==> src/rtl/rect_fill_ctrl.sv <==
// rect_fill_ctrl
//   Walks an axis-aligned rectangle in row-major order and issues one
//   framebuffer pixel write per granted cycle. The rectangle is clipped
//   to the COLS x ROWS framebuffer; a rectangle whose origin lies outside
//   the framebuffer completes without any write.
//
// Ports
//   Clock          in   system clock (all state changes on rising edge)
//   Reset          in   synchronous, active-high reset
//   iStart         in   fill request, sampled only while idle
//   iX, iY         in   top-left column / row of the rectangle
//   iWidth,iHeight in   inclusive extent (columns iX..iX+iWidth, rows iY..iY+iHeight)
//   iColor         in   fill colour
//   iWriteGrant    in   arbiter accepts the presented write this cycle
//   oWriteEnable   out  pixel write request
//   oWriteAddress  out  pixel address, row*COLS+col
//   oWriteColor    out  pixel colour
//   oBusy          out  high whenever a job is in progress
//   oDone          out  one-cycle completion pulse
module rect_fill_ctrl #(
   parameter int COLS = 100,
   parameter int ROWS = 100
) (
   input  logic        Clock,
   input  logic        Reset,
   input  logic        iStart,
   input  logic [7:0]  iX,
   input  logic [7:0]  iY,
   input  logic [7:0]  iWidth,
   input  logic [7:0]  iHeight,
   input  logic [2:0]  iColor,
   input  logic        iWriteGrant,
   output logic        oWriteEnable,
   output logic [13:0] oWriteAddress,
   output logic [2:0]  oWriteColor,
   output logic        oBusy,
   output logic        oDone
);

   localparam logic [8:0]  X_MAX  = 9'(COLS - 1);
   localparam logic [8:0]  Y_MAX  = 9'(ROWS - 1);
   localparam logic [13:0] COLS14 = 14'(COLS);

   typedef enum logic [1:0] {
      S_IDLE,
      S_SETUP,
      S_FILL,
      S_DONE
   } state_t;

   state_t      r_state;

   // Job parameters latched at the start request
   logic [7:0]  r_x;
   logic [7:0]  r_y;
   logic [2:0]  r_color;
   logic [8:0]  r_x_sum;
   logic [8:0]  r_y_sum;

   // Scan state
   logic [8:0]  r_x_end;
   logic [8:0]  r_y_end;
   logic [8:0]  r_col;
   logic [8:0]  r_row;
   logic [13:0] r_row_base;   // r_row * COLS, kept incrementally

   // Registered outputs
   logic        r_we;
   logic [13:0] r_addr;
   logic [2:0]  r_wcolor;
   logic        r_busy;
   logic        r_done;

   logic [13:0] w_base_start;
   logic        w_out_of_range;
   logic [8:0]  w_x_end;
   logic [8:0]  w_y_end;
   logic [13:0] w_next_row_base;

   always_comb begin
      w_base_start    = 14'(r_y) * COLS14;
      w_out_of_range  = ({1'b0, r_x} > X_MAX) || ({1'b0, r_y} > Y_MAX);
      w_x_end         = (r_x_sum > X_MAX) ? X_MAX : r_x_sum;
      w_y_end         = (r_y_sum > Y_MAX) ? Y_MAX : r_y_sum;
      w_next_row_base = r_row_base + COLS14;
   end

   always_ff @(posedge Clock) begin
      if (Reset) begin
         r_state    <= S_IDLE;
         r_x        <= '0;
         r_y        <= '0;
         r_color    <= '0;
         r_x_sum    <= '0;
         r_y_sum    <= '0;
         r_x_end    <= '0;
         r_y_end    <= '0;
         r_col      <= '0;
         r_row      <= '0;
         r_row_base <= '0;
         r_we       <= 1'b0;
         r_addr     <= '0;
         r_wcolor   <= '0;
         r_busy     <= 1'b0;
         r_done     <= 1'b0;
      end else begin
         case (r_state)
            S_IDLE: begin
               r_we     <= 1'b0;
               r_addr   <= '0;
               r_wcolor <= '0;
               r_done   <= 1'b0;
               if (iStart) begin
                  r_x     <= iX;
                  r_y     <= iY;
                  r_color <= iColor;
                  // 9-bit sums so a large extent cannot wrap below the origin
                  r_x_sum <= {1'b0, iX} + {1'b0, iWidth};
                  r_y_sum <= {1'b0, iY} + {1'b0, iHeight};
                  r_busy  <= 1'b1;
                  r_state <= S_SETUP;
               end else begin
                  r_busy  <= 1'b0;
               end
            end

            S_SETUP: begin
               r_x_end    <= w_x_end;
               r_y_end    <= w_y_end;
               r_col      <= {1'b0, r_x};
               r_row      <= {1'b0, r_y};
               r_row_base <= w_base_start;
               if (w_out_of_range) begin
                  r_done  <= 1'b1;
                  r_state <= S_DONE;
               end else begin
                  // First pixel is presented directly from the setup cycle
                  r_we     <= 1'b1;
                  r_addr   <= w_base_start + 14'(r_x);
                  r_wcolor <= r_color;
                  r_state  <= S_FILL;
               end
            end

            S_FILL: begin
               // oWriteEnable is constantly high here, so a grant completes the write
               if (iWriteGrant) begin
                  if (r_col < r_x_end) begin
                     r_col  <= r_col + 9'd1;
                     r_addr <= r_addr + 14'd1;
                  end else if (r_row < r_y_end) begin
                     r_col      <= {1'b0, r_x};
                     r_row      <= r_row + 9'd1;
                     r_row_base <= w_next_row_base;
                     r_addr     <= w_next_row_base + 14'(r_x);
                  end else begin
                     r_we     <= 1'b0;
                     r_addr   <= '0;
                     r_wcolor <= '0;
                     r_done   <= 1'b1;
                     r_state  <= S_DONE;
                  end
               end
            end

            S_DONE: begin
               r_done   <= 1'b0;
               r_busy   <= 1'b0;
               r_we     <= 1'b0;
               r_addr   <= '0;
               r_wcolor <= '0;
               r_state  <= S_IDLE;
            end

            default: begin
               r_we    <= 1'b0;
               r_busy  <= 1'b0;
               r_done  <= 1'b0;
               r_state <= S_IDLE;
            end
         endcase
      end
   end

   assign oWriteEnable  = r_we;
   assign oWriteAddress = r_addr;
   assign oWriteColor   = r_wcolor;
   assign oBusy         = r_busy;
   assign oDone         = r_done;

endmodule

==> config.mk <==
export PLATFORM = sky130hd
export DESIGN_NAME = rect_fill_ctrl
export DESIGN_NICKNAME = d
export VERILOG_FILES = /design/src/rtl/rect_fill_ctrl.sv
export SDC_FILE = /design/constraint.sdc
export NUM_CORES = 1
export LEC_CHECK = 0
export CAP_MARGIN = 10
export CORE_AREA = 2 2 116 118
export CTS_CLUSTER_SIZE = 40
export DETAILED_ROUTE_END_ITERATION = 8
export DIE_AREA = 0 0 118 120
export PLACE_DENSITY = 0.78
export SYNTH_ARGS = -nofsm -noshare
export SYNTH_HDL_FRONTEND = slang
export SYNTH_SLANG_ARGS = --single-unit
export TNS_END_PERCENT = 50
==> constraint.sdc <==
create_clock -name Clock -period 7.45 [get_ports Clock]
set_clock_uncertainty 0.05 [all_clocks]
set_input_delay 0.745 -clock Clock [delete_from_list [all_inputs] [get_ports Clock]]
set_output_delay 0.745 -clock Clock [all_outputs]
set_load 0.01 [all_outputs]
* Word level (Yosys, flattened, before mapping)
Index checks and enable logic that the tools add are counted. W data, S select, Z words.
Word-level totals: register bits 109, latch bits 0, memory bits (writable) 0, ROM bits 0, input port bits 39, output and inout port bits 20, logic and storage cells 96, memories 0
Cells by class: add/sub/neg operators 8, $mul 1, div/mod/pow operators 0, $lt $le $gt $ge 6, equality and inequality tests 11, shift-type cells 0, muxes and demuxes 42, bitwise operators 0, reduce and logical (&&, ||, !) cells 12
Operator list (count):
- $mux W14 | 7
- $mux W9 | 8
- $pmux W14 S3 | 1
- $pmux W9 S2 | 2
- $add A14 B8 Y14 | 2
- $pmux W14 S2 | 1
- $add A8 B8 Y9 | 2
- $add A9 B1 Y9 const B | 2
- $gt A9 B7 Y1 const B | 2
- $lt A9 B9 Y1 | 2
- $gt A8 B7 Y1 const B | 2
- $reduce_and A4 Y1 | 4
- $add A14 B1 Y14 const B | 1
- $add A14 B7 Y14 const B | 1
- $ne A2 B2 Y1 const B | 7
- $mul A8 B5 Y12 const B | 1
- $mux W3 | 4
- $mux W1 | 10
- $pmux W3 S3 | 1
- $mux W2 | 4
- $pmux W2 S4 | 1
- $pmux W1 S3 | 2
- $eq A2 B2 Y1 const B | 2
- $reduce_and A2 Y1 | 2
- 8 further kinds | 9

* Longest topological paths before layout
depth after elaboration 6, gate-level depth with buffers 15, gate-level depth less buffers 15

* Worst setup path before layout
Ideal clock, no wire load.
path type register to register, start point register r_y[2], end point register r_addr[13] (netlist: oWriteAddress[13]), setup time 0.134 ns, data arrival time 3.370 ns, path slack 3.896 ns, stages on the path, launching flop included 14, path buffers 0, clock period less this slack 3.554 ns, path through dfxtp_1 inv_1 ha_1 ha_1 fa_1 ha_1 a211o_1 o21ai_0 xor2_1 or4_4 nor3_2 xnor2_1 a221oi_1 a211oi_1
On the way: word-level cells in the longest chain between the ends 4, elaborated cells between the ends (all ways) 8
RTL lines:
- start: declaration | RTL line 55 | logic [7:0] r_y;
- start signal: assignment | RTL line 115 | r_y <= iY;
- $mul A8 B5 Y12 / $gt A8 B7 Y1 (equally long branches) | RTL line 81, 82
- $add A14 B8 Y14 / $logic_or A1 B1 Y1 (equally long branches) | RTL line 139, 82
- $mux W14 / $ne A2 B2 Y1 (equally long branches)
- $pmux W14 S3 / $reduce_and A2 Y1 (equally long branches)
- end signal: assignment | RTL line 139 | r_addr <= w_base_start + 14'(r_x);
- end signal: assignment | RTL line 150 | r_addr <= r_addr + 14'd1;
- end signal: assignment | RTL line 155 | r_addr <= w_next_row_base + 14'(r_x);
- end: declaration | RTL line 69 | logic [13:0] r_addr;
Parallel ways exist; a longest one is shown, timed or not. The select of a mux whose other input is x is not followed. A chain may end at the register's enable or synchronous reset.

* Worst setup path after layout
start point register r_y[2], end point register r_addr[12] (netlist: oWriteAddress[12])
Same word-level chain as after synthesis.

==> impl_metrics.py <==
metrics = {
    "run": {
        "max-cap-violations": 0,
    },
    "timing": {
        "slew_violations": 0,
        "period_share_pct": 52.41,
        "holdWs_ns": 0.4012,
        "layout_min_cycle_time_ns": 3.904,
        "timing.slew.headroom_pct": 24.20,
        "fin_tns_setup_ns": 0,
        "setup_viol_count_final": 0,
        "worst_pin_slew_ns": 1.137,
        "rsz0062_at_grt": "no",
        "layout_setup_ws_ns": 3.546,
        "fmax_ghz": 0.2561,
        "hold_viol": 0,
    },
    "clock_tree": {
        "cts_tree": "done",
        "cts_setup_buffers": 0,
        "clk_pin_slew_ns": 0.07,
        "post_cts_resized": 0,
        "cts_hold_buf": 0,
        "clock_path_buffers": 2,
        "cts_max_level": 3,
        "root_buffer": "clkbuf_16",
        "cts_buffers": 9,
        "clock_latency_ns": 0.36,
        "clock_sinks": 107,
    },
    "status": {
        "outcome": "finished clean",
    },
    "floorplan": {
        "initial_utilization_pct": 55.76,
        "rows": 42,
        "dieWidth_um": 118,
        "core-area_um2": 12980,
        "dieArea_um2": 14160,
        "pin_count": 59,
        "die_h_um": 120,
    },
    "critical_path": {
        "cpMostUsedCell": "ha_1",
        "crit_buf_inv": 1,
        "crit_arrival_ns": 4.05,
        "path_max_fanout": 5,
        "required_ns": 7.60,
        "critPathMaxStageDelay_ns": 0.47,
        "crit_family": "adder cells",
        "critPathCaptureType": "flop",
        "startpoint_type": "flop",
        "r2r_end": "oWriteAddress[12]",
        "slowest_stage": "nor3_1",
        "worstReg2RegStart": "r_y[2]",
        "reg2reg_slack_ns": 3.55,
        "worstSetupPathType": "reg -> reg",
        "rr_worst_depth": 13,
        "path_cells": "inv_1, ha_1, ha_1, fa_1, ha_1, a211o_1, o211a_1, and3b_1, nor3_1, nor3_1, xnor2_1, a221oi_1, a211oi_1",
    },
    "grt": {
        "grt_overflow_total": 0,
        "grt_antenna_before_repair": 0,
        "grtUsageTotal_pct": 24.98,
        "grt_start_max_net_pins": 108,
        "grt_pass1_wl_um": 28800,
        "first_global_vias": 5886,
    },
    "detailed_routing": {
        "drc_errors": 0,
        "wl_per_cell_um": 15.03,
        "first_pass_iters": 4,
        "dr_total_vias": 6476,
        "drt-total-wl_um": 17040,
        "via_per_inst": 5.711,
        "drtIter0Drc": 413,
        "detail-route-antenna-nets": 0,
    },
    "pwr": {
        "total_power_w": 0.002782,
        "p_leak_nw": 3.337,
        "pwr_density_cell_nw_per_um2": 338.3,
        "peakVddDrop_mv": 0.1847,
    },
    "synthesis": {
        "synth_common_cells": "107 x dfxtp_1, 106 x nor2_1, 101 x nand2_1",
        "yosys_warnings": 0,
        "yosysTopAreaCellShare_pct": 29.59,
        "netlist_area_um2": 7238,
        "synth-async-reset-ratio_pct": 0,
        "syn-num-nets": 1047,
        "ys_ff_latch": 107,
        "ys_dominant_reg_cell": "dfxtp_1",
        "syn_inst": 919,
        "synth_edf_count": 0,
        "yosys.area.top_type": "dfxtp_1",
        "seq_area_frac_synth_pct": 29.59,
        "synth_area_per_cell_um2": 7.876,
        "ys_types": 62,
        "yosysMostFrequentCell": "dfxtp_1",
        "netlist_top_cells_area": "dfxtp_1 30%, ha_1 14%, nor2_1 5.5%, nand2_1 5.2%, a21oi_1 4.8%",
    },
    "cells_and_area": {
        "multi_input_area_um2": 4711,
        "fill_cells": 1193,
        "seq_area_um2": 2142,
        "area_growth_pct": 13.62,
        "antenna_cells": 0,
        "drive_above_1_share_pct": 3.549,
        "nets": 1081,
    },
    "placed_design": {
        "place_ws_ns": 3.604,
        "hpwl_um": 12380,
        "place_congestion": 0.8815,
        "port_buffers": 58,
    },
    "min_path": {
        "min_path_type": "reg -> reg",
        "min_from": "r_x_end[8]",
        "hold-path-cell-count": 2,
        "holdPathEnd": "r_x_end[8]",
    },
}
==> state kept, by name (all words and copies together) (netlist names), 8 cells and up <==
register	flops
r_y_sum	9
r_y	8
r_row_base	12
r_x_sum	9
r_x_end	9
r_col	9
r_row	9
oWriteAddress	14
r_x	8
r_y_end	9
==> per-layer routing <==
metal	GRT usage, %	routed length (um)	vias to the layer above
li1	-	-	3312
met1	34.60	8379	2975
met2	39.97	7598	170
met3	3.707	827	19
met4	8.434	235	0
met5	0	0	-
==> logic make-up (layout without fill, tap and decap cells) <==
kind of cell | count (synthesis) | count (layout) | share of synthesized area [%]
buffers and inverters | 100 | 139 | 5.324
adders and majority gates | 89 | 89 | 16.01
DFF | 107 | 107 | 29.59
xor gates and xnor gates | 50 | 50 | 6.050
and+or+nand+nor | 335 | 335 | 21.47
muxes | 4 | 4 | 0.5532
AOI/OAI and AO/OA | 234 | 234 | 21.00
==> worst max-delay path by stage <==
stage	slack (ns)	startpoint	endpoint	cells past startpoint
2_1_floorplan	3.90	r_y[2]	oWriteAddress[13]	13
3_3_place_gp	3.70	r_y[2]	oWriteAddress[13]	13
5_1_grt	3.30	r_y[2]	oWriteAddress[12]	13
4_1_cts	3.57	r_y[2]	oWriteAddress[13]	13
6_report	3.55	r_y[2]	oWriteAddress[12]	13
3_5_place_dp	3.60	r_y[2]	oWriteAddress[12]	13
==> report_power, final <==
group	switching (W)	internal, W
Sequential	0.000136	0.000706
Clock	0.000233	0.000276
Combinational	0.000874	0.000556
Total	0.00124	0.00154
==> cells in the final DEF (no fill, tap or decap), drive strengths merged, types with 4 or more instances in the layout <==
| master | netlist | layout |
|---|---|---|
| a211oi | 35 | 35 |
| a21o | 5 | 5 |
| a21oi | 70 | 70 |
| a221oi | 9 | 9 |
| a22oi | 16 | 16 |
| a31oi | 7 | 7 |
| and2 | 6 | 6 |
| and3 | 10 | 10 |
| buf | 9 | 6 |
| clkbuf | 31 | 11 |
| clkdlybuf4s50 | 0 | 57 |
| dfxtp | 107 | 107 |
| fa | 6 | 6 |
| ha | 83 | 83 |
| inv | 60 | 63 |
| mux2i | 4 | 4 |
| nand2 | 101 | 101 |
| nand2b | 13 | 13 |
| nand3 | 13 | 13 |
| nand3b | 5 | 5 |
| nand4 | 7 | 7 |
| nor2 | 108 | 108 |
| nor2b | 10 | 10 |
| nor3 | 40 | 40 |
| nor3b | 5 | 5 |
| o211ai | 4 | 4 |
| o21a | 5 | 5 |
| o21ai | 51 | 51 |
| o22ai | 8 | 8 |
| or3 | 7 | 7 |
| xnor2 | 25 | 25 |
| xor2 | 25 | 25 |
==> through the flow <==
step / std cells / instance area [um2] / util (%)
2_1_floorplan: 919 / 7238 / -
3_3_place_gp: 1118 / 7914 / 60.97
3_5_place_dp: 1118 / 7914 / 60.97
4_1_cts: 1134 / 8224 / 63.36
5_1_grt: 1134 / 8224 / 63.36
6_report: 1134 / 8224 / 63.36
==> layout make-up <==
| type | instances | share of cell area (%) |
|---|---|---|
| repair buffers | 63 | 7.485 |
| flip-flops and latches | 107 | 26.05 |
| well taps | 176 | 2.678 |
| clock buffers | 11 | 2.951 |
| multi-input cells | 712 | 57.28 |
| clock inverters | 5 | 0.8215 |
| inverters | 60 | 2.738 |
==> worst reg2reg max path: cells and delay by family (launching register included) <==
kind / cells / cell delay, ns
adders and majority gates: 4 / 1.35
AOI/OAI and AO/OA: 4 / 0.84
and+or+nand+nor: 3 / 0.81
DFF: 1 / 0.42
xor gates and xnor gates: 1 / 0.16
buffers and inverters: 1 / 0.11
Power figures use the tool's default switching activity.
